===== src/rtl/sprite_pkg.sv =====
// ---------------------------------------------------------------------------
// sprite_pkg
// Shared types and constants for the per-pixel sprite producers that feed
// the colour mapper.
//   coord_t         : 10-bit screen coordinate
//   pal_idx_t       : 4-bit palette index
//   TRANSPARENT_IDX : palette index the mapper treats as "no colour"
//   SPRITE_LATENCY  : pixel strobes from DrawX/DrawY to sprite outputs
//   SCREEN_W/H      : visible raster size
//   spr_state_e     : sequencing state of a sprite producer
// ---------------------------------------------------------------------------
package sprite_pkg;

   typedef logic [9:0] coord_t;
   typedef logic [3:0] pal_idx_t;

   localparam pal_idx_t TRANSPARENT_IDX = 4'd0;
   localparam int       SPRITE_LATENCY  = 2;
   localparam int       SCREEN_W        = 640;
   localparam int       SCREEN_H        = 480;

   typedef enum logic {
      WAIT_FRAME = 1'b0,
      RUN        = 1'b1
   } spr_state_e;

endpackage


===== src/rtl/sprite_pos_shadow.sv =====
// ---------------------------------------------------------------------------
// sprite_pos_shadow
// Pending/active register pair for frame-synchronous parameter updates.
// wr loads pending; sync copies pending into active. When wr and sync land
// in the same clock, both registers take the incoming value so a write made
// exactly on the frame boundary is not lost for a whole frame.
// Ports:
//   clk      : system clock
//   reset_n  : asynchronous active-low reset, clears both registers
//   wr       : load strobe for pending
//   sync     : frame boundary strobe, pending -> active
//   data_in  : new value
//   pending  : value waiting for the next frame boundary
//   active   : value in use for the current frame
// ---------------------------------------------------------------------------
module sprite_pos_shadow #(
   parameter int DATA_W = 8
) (
   input  logic              clk,
   input  logic              reset_n,
   input  logic              wr,
   input  logic              sync,
   input  logic [DATA_W-1:0] data_in,
   output logic [DATA_W-1:0] pending,
   output logic [DATA_W-1:0] active
);

   logic [DATA_W-1:0] pending_q, pending_d;
   logic [DATA_W-1:0] active_q,  active_d;

   always_comb begin
      pending_d = pending_q;
      active_d  = active_q;
      if (wr) begin
         pending_d = data_in;
      end
      if (sync) begin
         active_d = wr ? data_in : pending_q;
      end
   end

   always_ff @(posedge clk or negedge reset_n) begin
      if (!reset_n) begin
         pending_q <= '0;
         active_q  <= '0;
      end else begin
         pending_q <= pending_d;
         active_q  <= active_d;
      end
   end

   assign pending = pending_q;
   assign active  = active_q;

endmodule


===== src/rtl/sprite_index_gen.sv =====
// ---------------------------------------------------------------------------
// sprite_index_gen
// Per-sprite producer for the colour mapper: tests the scanned pixel against
// a frame-synchronised sprite box, addresses the synchronous sprite ROM and
// returns a registered hit flag plus palette index two pixel strobes later.
//
// Build option: define SPRITE_FLIP_EN to build the horizontal mirror.
// Without it flip_in is ignored and no flip register exists.
//
// Ports:
//   clk, reset_n       : system clock, asynchronous active-low reset
//   pixel_ce           : one-clock strobe per pixel, pipeline advances on it
//   frame_start        : pulse with the pixel_ce of (0,0), swaps buffers
//   DrawX, DrawY       : current scan position
//   pos_x_in, pos_y_in : new sprite top-left corner
//   visible_in         : new visibility
//   flip_in            : new horizontal mirror request
//   pos_wr             : loads the pending position registers
//   rom_addr           : sprite ROM address, row*SPR_W+col
//   rom_data           : ROM palette index, valid one clock after rom_addr
//   is_sprite          : pixel is inside the visible sprite box
//   sprite_index       : palette index for the pixel, 0 = transparent
//
// state      | meaning
// -----------+---------------------------------------------------------
// WAIT_FRAME | after reset; outputs forced to 0 until first frame_start
// RUN        | normal scan; stays here until reset
// ---------------------------------------------------------------------------
module sprite_index_gen
   import sprite_pkg::*;
#(
   parameter int SPR_W  = 32,
   parameter int SPR_H  = 32,
   parameter int ADDR_W = 10
) (
   input  logic              clk,
   input  logic              reset_n,
   input  logic              pixel_ce,
   input  logic              frame_start,
   input  coord_t            DrawX,
   input  coord_t            DrawY,
   input  coord_t            pos_x_in,
   input  coord_t            pos_y_in,
   input  logic              visible_in,
   input  logic              flip_in,
   input  logic              pos_wr,
   output logic [ADDR_W-1:0] rom_addr,
   input  pal_idx_t          rom_data,
   output logic              is_sprite,
   output pal_idx_t          sprite_index
);

   localparam int XW = $clog2(SPR_W);
   localparam int YW = $clog2(SPR_H);

   // -----------------------------------------------------------------------
   // Frame-synchronised position / visibility (/ flip)
   // -----------------------------------------------------------------------
   coord_t act_x, act_y;
   logic   act_vis;
   logic   act_flip;

`ifdef SPRITE_FLIP_EN
   localparam int SH_W = 22;
   logic [SH_W-1:0] sh_in, sh_pend, sh_act;

   assign sh_in = {pos_x_in, pos_y_in, visible_in, flip_in};
   assign {act_x, act_y, act_vis, act_flip} = sh_act;
`else
   localparam int SH_W = 21;
   logic [SH_W-1:0] sh_in, sh_pend, sh_act;
   logic            unused_flip_in;

   assign unused_flip_in = flip_in;
   assign sh_in          = {pos_x_in, pos_y_in, visible_in};
   assign {act_x, act_y, act_vis} = sh_act;
   assign act_flip       = 1'b0;
`endif

   logic unused_pend;
   assign unused_pend = ^sh_pend;

   sprite_pos_shadow #(
      .DATA_W (SH_W)
   ) u_shadow (
      .clk     (clk),
      .reset_n (reset_n),
      .wr      (pos_wr),
      .sync    (frame_start),
      .data_in (sh_in),
      .pending (sh_pend),
      .active  (sh_act)
   );

   // -----------------------------------------------------------------------
   // Sequencing FSM
   // -----------------------------------------------------------------------
   spr_state_e state_q, state_d;

   always_comb begin
      state_d = state_q;
      case (state_q)
         WAIT_FRAME: if (frame_start) state_d = RUN;
         RUN:        state_d = RUN;
         default:    state_d = WAIT_FRAME;
      endcase
   end

   always_ff @(posedge clk or negedge reset_n) begin
      if (!reset_n) state_q <= WAIT_FRAME;
      else          state_q <= state_d;
   end

   // -----------------------------------------------------------------------
   // Stage 1: box test and ROM address
   // The extra MSB of dx/dy is the borrow, so a pixel left of / above the
   // sprite shows up as a huge value and fails the size compare as well.
   // -----------------------------------------------------------------------
   logic [10:0]       dx, dy;
   logic              hit;
   logic [XW-1:0]     col_raw, col;
   logic [ADDR_W-1:0] rom_addr_q, rom_addr_d;
   logic              hit1_q, hit1_d;

   assign dx = {1'b0, DrawX} - {1'b0, act_x};
   assign dy = {1'b0, DrawY} - {1'b0, act_y};

   assign hit = act_vis & ~dx[10] & ~dy[10]
              & (dx < 11'(SPR_W)) & (dy < 11'(SPR_H));

   assign col_raw = dx[XW-1:0];
   assign col     = act_flip ? (XW'(SPR_W - 1) - col_raw) : col_raw;

   always_comb begin
      rom_addr_d = rom_addr_q;
      hit1_d     = hit1_q;
      if (pixel_ce) begin
         hit1_d = hit;
         if (hit) begin
            rom_addr_d = ADDR_W'({dy[YW-1:0], col});
         end
      end
   end

   always_ff @(posedge clk or negedge reset_n) begin
      if (!reset_n) begin
         rom_addr_q <= '0;
         hit1_q     <= 1'b0;
      end else begin
         rom_addr_q <= rom_addr_d;
         hit1_q     <= hit1_d;
      end
   end

   // -----------------------------------------------------------------------
   // Stage 2: ROM data has had at least one clock since the address strobe
   // -----------------------------------------------------------------------
   logic     is_spr_q, is_spr_d;
   pal_idx_t idx_q, idx_d;
   logic     out_hit;

   assign out_hit = hit1_q & (state_q == RUN);

   always_comb begin
      is_spr_d = is_spr_q;
      idx_d    = idx_q;
      if (pixel_ce) begin
         is_spr_d = out_hit;
         idx_d    = out_hit ? rom_data : TRANSPARENT_IDX;
      end
   end

   always_ff @(posedge clk or negedge reset_n) begin
      if (!reset_n) begin
         is_spr_q <= 1'b0;
         idx_q    <= TRANSPARENT_IDX;
      end else begin
         is_spr_q <= is_spr_d;
         idx_q    <= idx_d;
      end
   end

   assign rom_addr     = rom_addr_q;
   assign is_sprite    = is_spr_q;
   assign sprite_index = idx_q;

endmodule

===== config.mk =====
export PLATFORM = sky130hd
export DESIGN_NAME = sprite_index_gen
export DESIGN_NICKNAME = d
export VERILOG_FILES = /design/src/rtl/sprite_pkg.sv /design/src/rtl/sprite_pos_shadow.sv /design/src/rtl/sprite_index_gen.sv
export SDC_FILE = /design/constraint.sdc
export NUM_CORES = 1
export LEC_CHECK = 0
export CORE_UTILIZATION = 40
export DETAILED_ROUTE_END_ITERATION = 10
export GPL_ROUTABILITY_DRIVEN = 1
export SLEW_MARGIN = 20
export SYNTH_ARGS = -nofsm -noshare
export SYNTH_HDL_FRONTEND = slang
export SYNTH_SLANG_ARGS = --single-unit

===== constraint.sdc =====
create_clock -name clk -period 8.2 [get_ports clk]
set_input_delay 1.23 -clock clk [delete_from_list [all_inputs] [get_ports clk]]
set_output_delay 1.23 -clock clk [all_outputs]
set_load 0.005 [all_outputs]

==> metrics.md, run 1 <==
| Metric | Value |
|---|---|
| Status | completed |
| Grt peak-use layer | met2 |
| Worst Hold Launch | hit1_q |
| CP Launch Point | DrawY[0] |
| Yosys reg bits | 59 |
| Met2 Resource Use GR | 0.319 |
| # DRC | 0 |
| CTS resizes | 0 |
| CTS tree | built |
| Cell count after synthesis | 324 |
| CP Class | primary input to register |
| Post-synth top flop | dfrtp_1 |
| Multiplexer area fraction after synthesis | 0.127 |
| Critical path startpoint category | primary input |
| Synth area leaders | dfrtp_1 (44%), mux2_2 (8.1%), ha_1 (7.5%) |
| Synth Area in XOR/XNOR | 0.0132 |
| Clk root buf | clkbuf_8 |
| Share of layout cells above drive strength 1 | 0.136 |
| Setup TNS | 0 ns |
| PortBufs | 64 |
| Dominant cell type by area after synthesis | dfrtp_1 |
| Area Overhead vs Synth | 28.6% |
| TritonCTS Buffers | 9 |
| Post-CTS setup repair buffer count | 0 |
| Worst VDD drop | about 100 µV |
| Post-synthesis adder-cell area fraction | 0.0874 |
| Synthesis Warnings | 0 |
| Antenna viol nets, final | 0 |
| Clock sinks | slightly below 60 |
| Post-Route WL | 7.64 mm |
| Htree depth | 3 |
| Synthesized area | 3320 µm² |
| Die Wd | ~93 µm |
| Overall power | ~0.8 mW |
| Antenna cells | 0 |
| Row cnt | 32 |
| Die Height | approximately 93 µm |
| RSZ-0062 raised after global routing | no |
| Hpwl dp | 5.43 mm |
| Synth async-reset ratio | 1.00 |
| Pin count of the biggest net entering global routing | 60 |
| Remaining global-route overflow | 0 |
| Fill cells | 744 |
| Fin. max-slew vios | 0 |
| Min-delay worst type | register to register |
| Vias in the first global route | 2,653 |
| Top-count cell post-synth | dfrtp_1 |
| Area share of the leading cell type in the synthesized netlist | 0.444 |
| Largest family of logic cells by synthesized area | compound AO/OA/AOI/OAI gates |
| Fin. Hold Viols | 0 |
| Overall global routing resource usage | 0.188 |
| Avg Cell Area, Syn | 10.3 µm² |
| R2r startpoint | u_shadow.active[1] |
| Seq/Total Area, Yosys | 0.444 |
| Synth Area in Simple Gates | 0.124 |
| Global-route wire length before repair | between 10 and 15 mm |
| Synth Area in Compound Gates | 0.157 |
| Final Util | 0.542 |
| GR Layer Usage met3 | 0.0350 |
| Reg clk slew, reported paths | 0.07 ns |
| Post-synth cell types | 52 |
| GP Congestion | 0.823 |
| Fin crit share | 0.572 |
| Maximum fanout along the worst path | 6 |
| Initial antenna violation count | 0 |
| CP Capture Type | register |
| Synth cell count leaders | dfrtp_1 (59), nand2_1 (34), o21ai_0 (32) |
| Setup violations, final | 0 |
| Power per Cell Area | 187 nW/µm² |
| Worst-Skew Late Latency | 0.33 ns |
| I/O Pins | 66 |
| Grt met1 use | 0.235 |
| Die Area | 8670 µm² |
| DR vias | 2,579 |
| Clock skew | 0.00758 ns |
| Routed WL per cell | 15.3 µm |
| DR pass1 iterations | 4 |
| Core area | 7890 µm² |
| Slew at the pin closest to its max-slew limit | around 0.74 ns |
| Critical Path AT | 4.91 ns |
| Crit path time final | 4.69 ns |
| Post-synth EDFFs | 0 |
| Leak Pwr | 1.87 nW |
| Syn nets | 397 |
| CTS Buffer Depth | 2 |
| Max cap viols | 0 |
| Worst slew margin | 0.505 |
| Starting density of the core | 0.421 |
| Final #Nets | 466 |
| Critical path required time | approximately 8.4 ns |
| Post-CTS Hold Fix Bufs | 0 |
| Iteration-0 DRC count of the detailed router | 73 |
| Vias per cell | 5.17 |
| Max Clk Rate | 0.213 GHz |
## power breakdown
| part | leakage [nW] | internal [mW] | switching, mW |
|---|---|---|---|
| sequential | 0.717 | 0.314 | 0.00698 |
| clock | 0.0974 | 0.155 | 0.116 |
| combinational | 1.05 | 0.0974 | 0.111 |
## cells in the final DEF, fill, tap and decap left out, drive strengths merged, types with 2 or more instances in the layout
cell,netlist,final
o2111ai,3,3
or3,2,2
a2111o,2,2
nor4,2,2
o21ai,34,34
mux2i,5,5
or3b,2,2
o21a,7,7
a21oi,13,13
xnor2,3,3
nand2b,3,3
mux2,31,31
nor3,5,5
nand2,34,34
ha,20,20
clkdlybuf4s50,0,63
nand3,4,4
nand4,2,2
clkbuf,5,11
nor2,17,17
o31a,3,3
o31ai,2,2
nand3b,2,2
buf,5,5
o2bb2ai,4,4
clkinvlp,0,2
a21o,3,3
xor2,2,2
fa,2,2
dfrtp,59,59
inv,29,29
nor2b,5,5
## routing by layer
| metal | share of wire | wire length (µm) |
|---|---|---|
| met4 | 0.016 | 121 |
| met3 | 0.051 | 391 |
| met2 | 0.50 | 3790 |
| met1 | 0.44 | 3350 |
| met5 | 0 | 0 |
## per-stage QoR
stage          cell area, µm²  setup WS (ns)  instances  hold WS [ns]
3_3_place_gp             4060           2.94        483         0.454
4_1_cts                  4260           3.29        498         0.489
2_1_floorplan            3320           4.38        324         0.439
3_5_place_dp             4060           2.94        483         0.473
6_report                 4270           3.51        499         0.481
5_1_grt                  4270           3.33        499         0.502
## kinds of logic after synthesis
group                      count (synthesis)
xor gates and xnor gates                   5
and+or+nand+nor                           82
DFF                                       59
AOI/OAI and AO/OA                         81
muxes                                     36
adders and majority gates                 22
buffers and inverters                     39
## flip-flops by register name, indices dropped and copies added (netlist names)
signal and count:
hit1_q 1, is_sprite 1, rom_addr 10, sprite_index 4
state_q 1, u_shadow.active 21, u_shadow.pending 21
## worst paths after layout
check	cells past startpoint	to	slack [ns]
setup / recovery	13	rom_addr[3]	3.51
hold / removal	1	hit1_q	0.48
setup reg to reg	11	rom_addr[3]	4.48
hold reg to reg	1	hit1_q	0.48
max in group asynchronous	2	u_shadow.active[5]	6.66
min in group asynchronous	2	u_shadow.active[19]	1.04
## cell type report
class,count,area [µm²],share of cell area
inverter,29,109,0.0255
sequential,59,1480,0.346
multi-input combinational,226,1690,0.395
tap,102,128,0.0299
clock buffer,11,151,0.0354
timing repair buffer,68,669,0.157
clock inverter,4,50.0,0.0117
## critical path, stage by stage
cell and delay [ns]:
clkdlybuf4s50_1 0.39, inv_1 0.05, ha_1 0.17, inv_1 0.06
fa_1 0.42, a211oi_1 0.34, o21bai_1 0.13, a2111o_1 0.42
a222oi_1 0.34, nand4_1 0.24, nor4_4 0.56, buf_6 0.24
mux2_4 0.30
Note: power is estimated with default switching activity, not from simulation.
==> run 2, diff against run 1 <==
Settings changed: PLACE_DENSITY set to 0.67.
Clock period 8.2 ns to 3.8 ns, I/O delays scaled along.
==> metrics.md, run 2 (synthesized netlist as in run 1, its figures left out) <==
| Metric | Value |
|---|---|
| Status | completed |
| Crit path largest cell delay | roughly 0.42 ns |
| Hpwl dp | approximately 5.4 mm |
| Die Wd | around 93 µm |
| Slew at the pin closest to its max-slew limit | 0.947 ns |
| Setup slack, reg-to-reg | 0.61 ns |
| Post-Route WL | 7.28 mm |
| Die Height | 93.1 µm |
| Iteration-0 DRC count of the detailed router | 109 |
| Crit path time final | 3.48 ns |
| Fin. max-slew vios | 0 |
| Worst VDD drop | 228 µV |
| DRT met1 WL | 3.29 mm |
| Post-CTS setup repair buffer count | 0 |
| Routed WL per cell | 14.4 µm |
| Multi-input gate area | between 1500 and 2000 µm² |
| PortBufs | 64 |
| Overall power | 1.65 mW |
| Setup TNS | 0 ns |
| DR vias | about 2,600 |
| DR pass1 iterations | 4 |
| Met3 Wirelength | between 300 and 400 µm |
| Critical path required time | between 4 and 5 ns |
| Remaining global-route overflow | 0 |
| Leak Pwr | around 1.9 nW |
| Reg2reg path depth | 11 |
| Clock skew | 0.00638 ns |
| Die Area | 8670 µm² |
| Slowest CP cell | a2111o_1 |
| Fill cells | approximately 740 |
| Pin count of the biggest net entering global routing | 45 |
| Final Util | 0.544 |
| Cell-by-cell trace of the critical path | clkdlybuf4s50_1, inv_1, ha_1, inv_1, fa_1, a211oi_1, o21bai_1, a2111o_1, a222oi_1, nand4_1, nor4_4, buf_4, mux2_1 |
| Antenna viol nets, final | 0 |
| Htree depth | 3 |
| Commonest cells after routing, fill and taps aside | clkdlybuf4s50_1 (63), dfrtp_1 (59), nand2_1 (34) |
| Vias in the first global route | 2,595 |
| Row cnt | 32 |
| TritonCTS Buffers | 9 |
| Final hold slack | 0.107 ns |
| Final #Nets | 472 |
| Top layer in use | met4 |
| Starting density of the core | 0.421 |
| Share of layout cells above drive strength 1 | 0.149 |
| Max cap viols | 0 |
| FF+latch area | 1480 µm² |
| Critical path startpoint category | primary input |
| Met2 wire len | about 3.5 mm |
| Area Overhead vs Synth | 29.2% |
| Most common cell on crit path | inv_1 |
| CP Class | primary input to register |
| Fin crit share | 0.917 |
| R2r startpoint | u_shadow.active[1] |
| Clk root buf | clkbuf_8 |
| Critical Path AT | 3.72 ns |
| Setup violations, final | 0 |
| Commonest non-fill, non-tap cell in the layout | clkdlybuf4s50_1 |
| Global-route wire length before repair | about 12 mm |
| I/O Pins | 66 |
| Fin. Hold Viols | 0 |
| Core area | 7890 µm² |
| Post-CTS Hold Fix Bufs | 0 |
| CTS Buffer Depth | 2 |
| Worst slew margin | 0.367 |
| CTS tree | built |
| GP Congestion | 0.863 |
| Max Clk Rate | 0.287 GHz |
| Min-delay worst type | primary input to async pin |
| RSZ-0062 raised after global routing | no |
| Vias per cell | about 5.2 |
| Antenna cells | 0 |
| Overall global routing resource usage | 0.190 |
| Maximum fanout along the worst path | 5 |
| Clock sinks | 59 |
| # DRC | 0 |
| Worst-Skew Late Latency | 0.35 ns |
| Power per Cell Area | 385 nW/µm² |
| Reg-to-reg critical path endpoint | rom_addr[8] |
| CTS resizes | 0 |
| Initial antenna violation count | 0 |
| CP Capture Type | register |
| Reg clk slew, reported paths | ~0.070 ns |
[run 2: cell count changes in the layout (fill, tap and decap cells not counted)]
cell / change
buf_4: +6
clkbuf_8: -1
buf_12: +1
clkinv_2: +2
bufinv_16: -1
buf_6: -1
[run 2: worst max path at each step]
stage                   from     endpoint  slack, ns  cells after the start
detailed placement  DrawY[0]  rom_addr[8]      -0.05                     13
floorplan           DrawY[0]  rom_addr[2]       0.64                     12
finish              DrawY[0]  rom_addr[8]       0.32                     13
global placement    DrawY[0]  rom_addr[8]       0.02                     13
CTS                 DrawY[0]  rom_addr[8]       0.32                     13
global route        DrawY[0]  rom_addr[8]       0.11                     13
[run 2: final cells by class]
| class | count | area share |
|---|---|---|
| clock inverters | 5 | 0.00700 |
| multi-input cells | 226 | 0.393 |
| well taps | 102 | 0.0297 |
| inverters | 29 | 0.0254 |
| flip-flops and latches | 59 | 0.344 |
| clock buffers | 10 | 0.0321 |
| repair buffers | 74 | 0.168 |
[run 2: critical path, delay by kind of cell]
kind                       cells  cell delay, ns
buffers and inverters          4            0.73
and+or+nand+nor                2            0.39
muxes                          1            0.33
adders and majority gates      2            0.54
AOI/OAI and AO/OA              4            1.15
[run 2: power breakdown]
part | switching (mW) | internal (mW) | total, mW
Clock | 0.254 | 0.246 | 0.501
Sequential | 0.0147 | 0.678 | 0.693
Combinational | 0.239 | 0.218 | 0.458
Total | 0.508 | 1.14 | 1.65
[run 2: layer usage]
layer  vias to the layer above  global-route usage
li1                       1298                   -
met1                      1223               0.237
met2                        65               0.301
met3                        16              0.0667
met4                         0              0.0756
met5                         -                   0
[run 2: metrics by stage]
step                      cells  cell area (µm²)  worst slack (ns)
after floorplan             324             3320             0.637
after global placement      489             4110            0.0153
after detailed placement    489             4110           -0.0462
after CTS                   504             4270             0.323
after global routing        505             4290             0.105
final                       505             4290             0.317
==> run 3, diff against run 2 <==
Settings changed: CTS_CLUSTER_SIZE set to 24.
==> results of run 3 <==
Same layout as run 2: the final DEF is identical, and so are final timing and power.
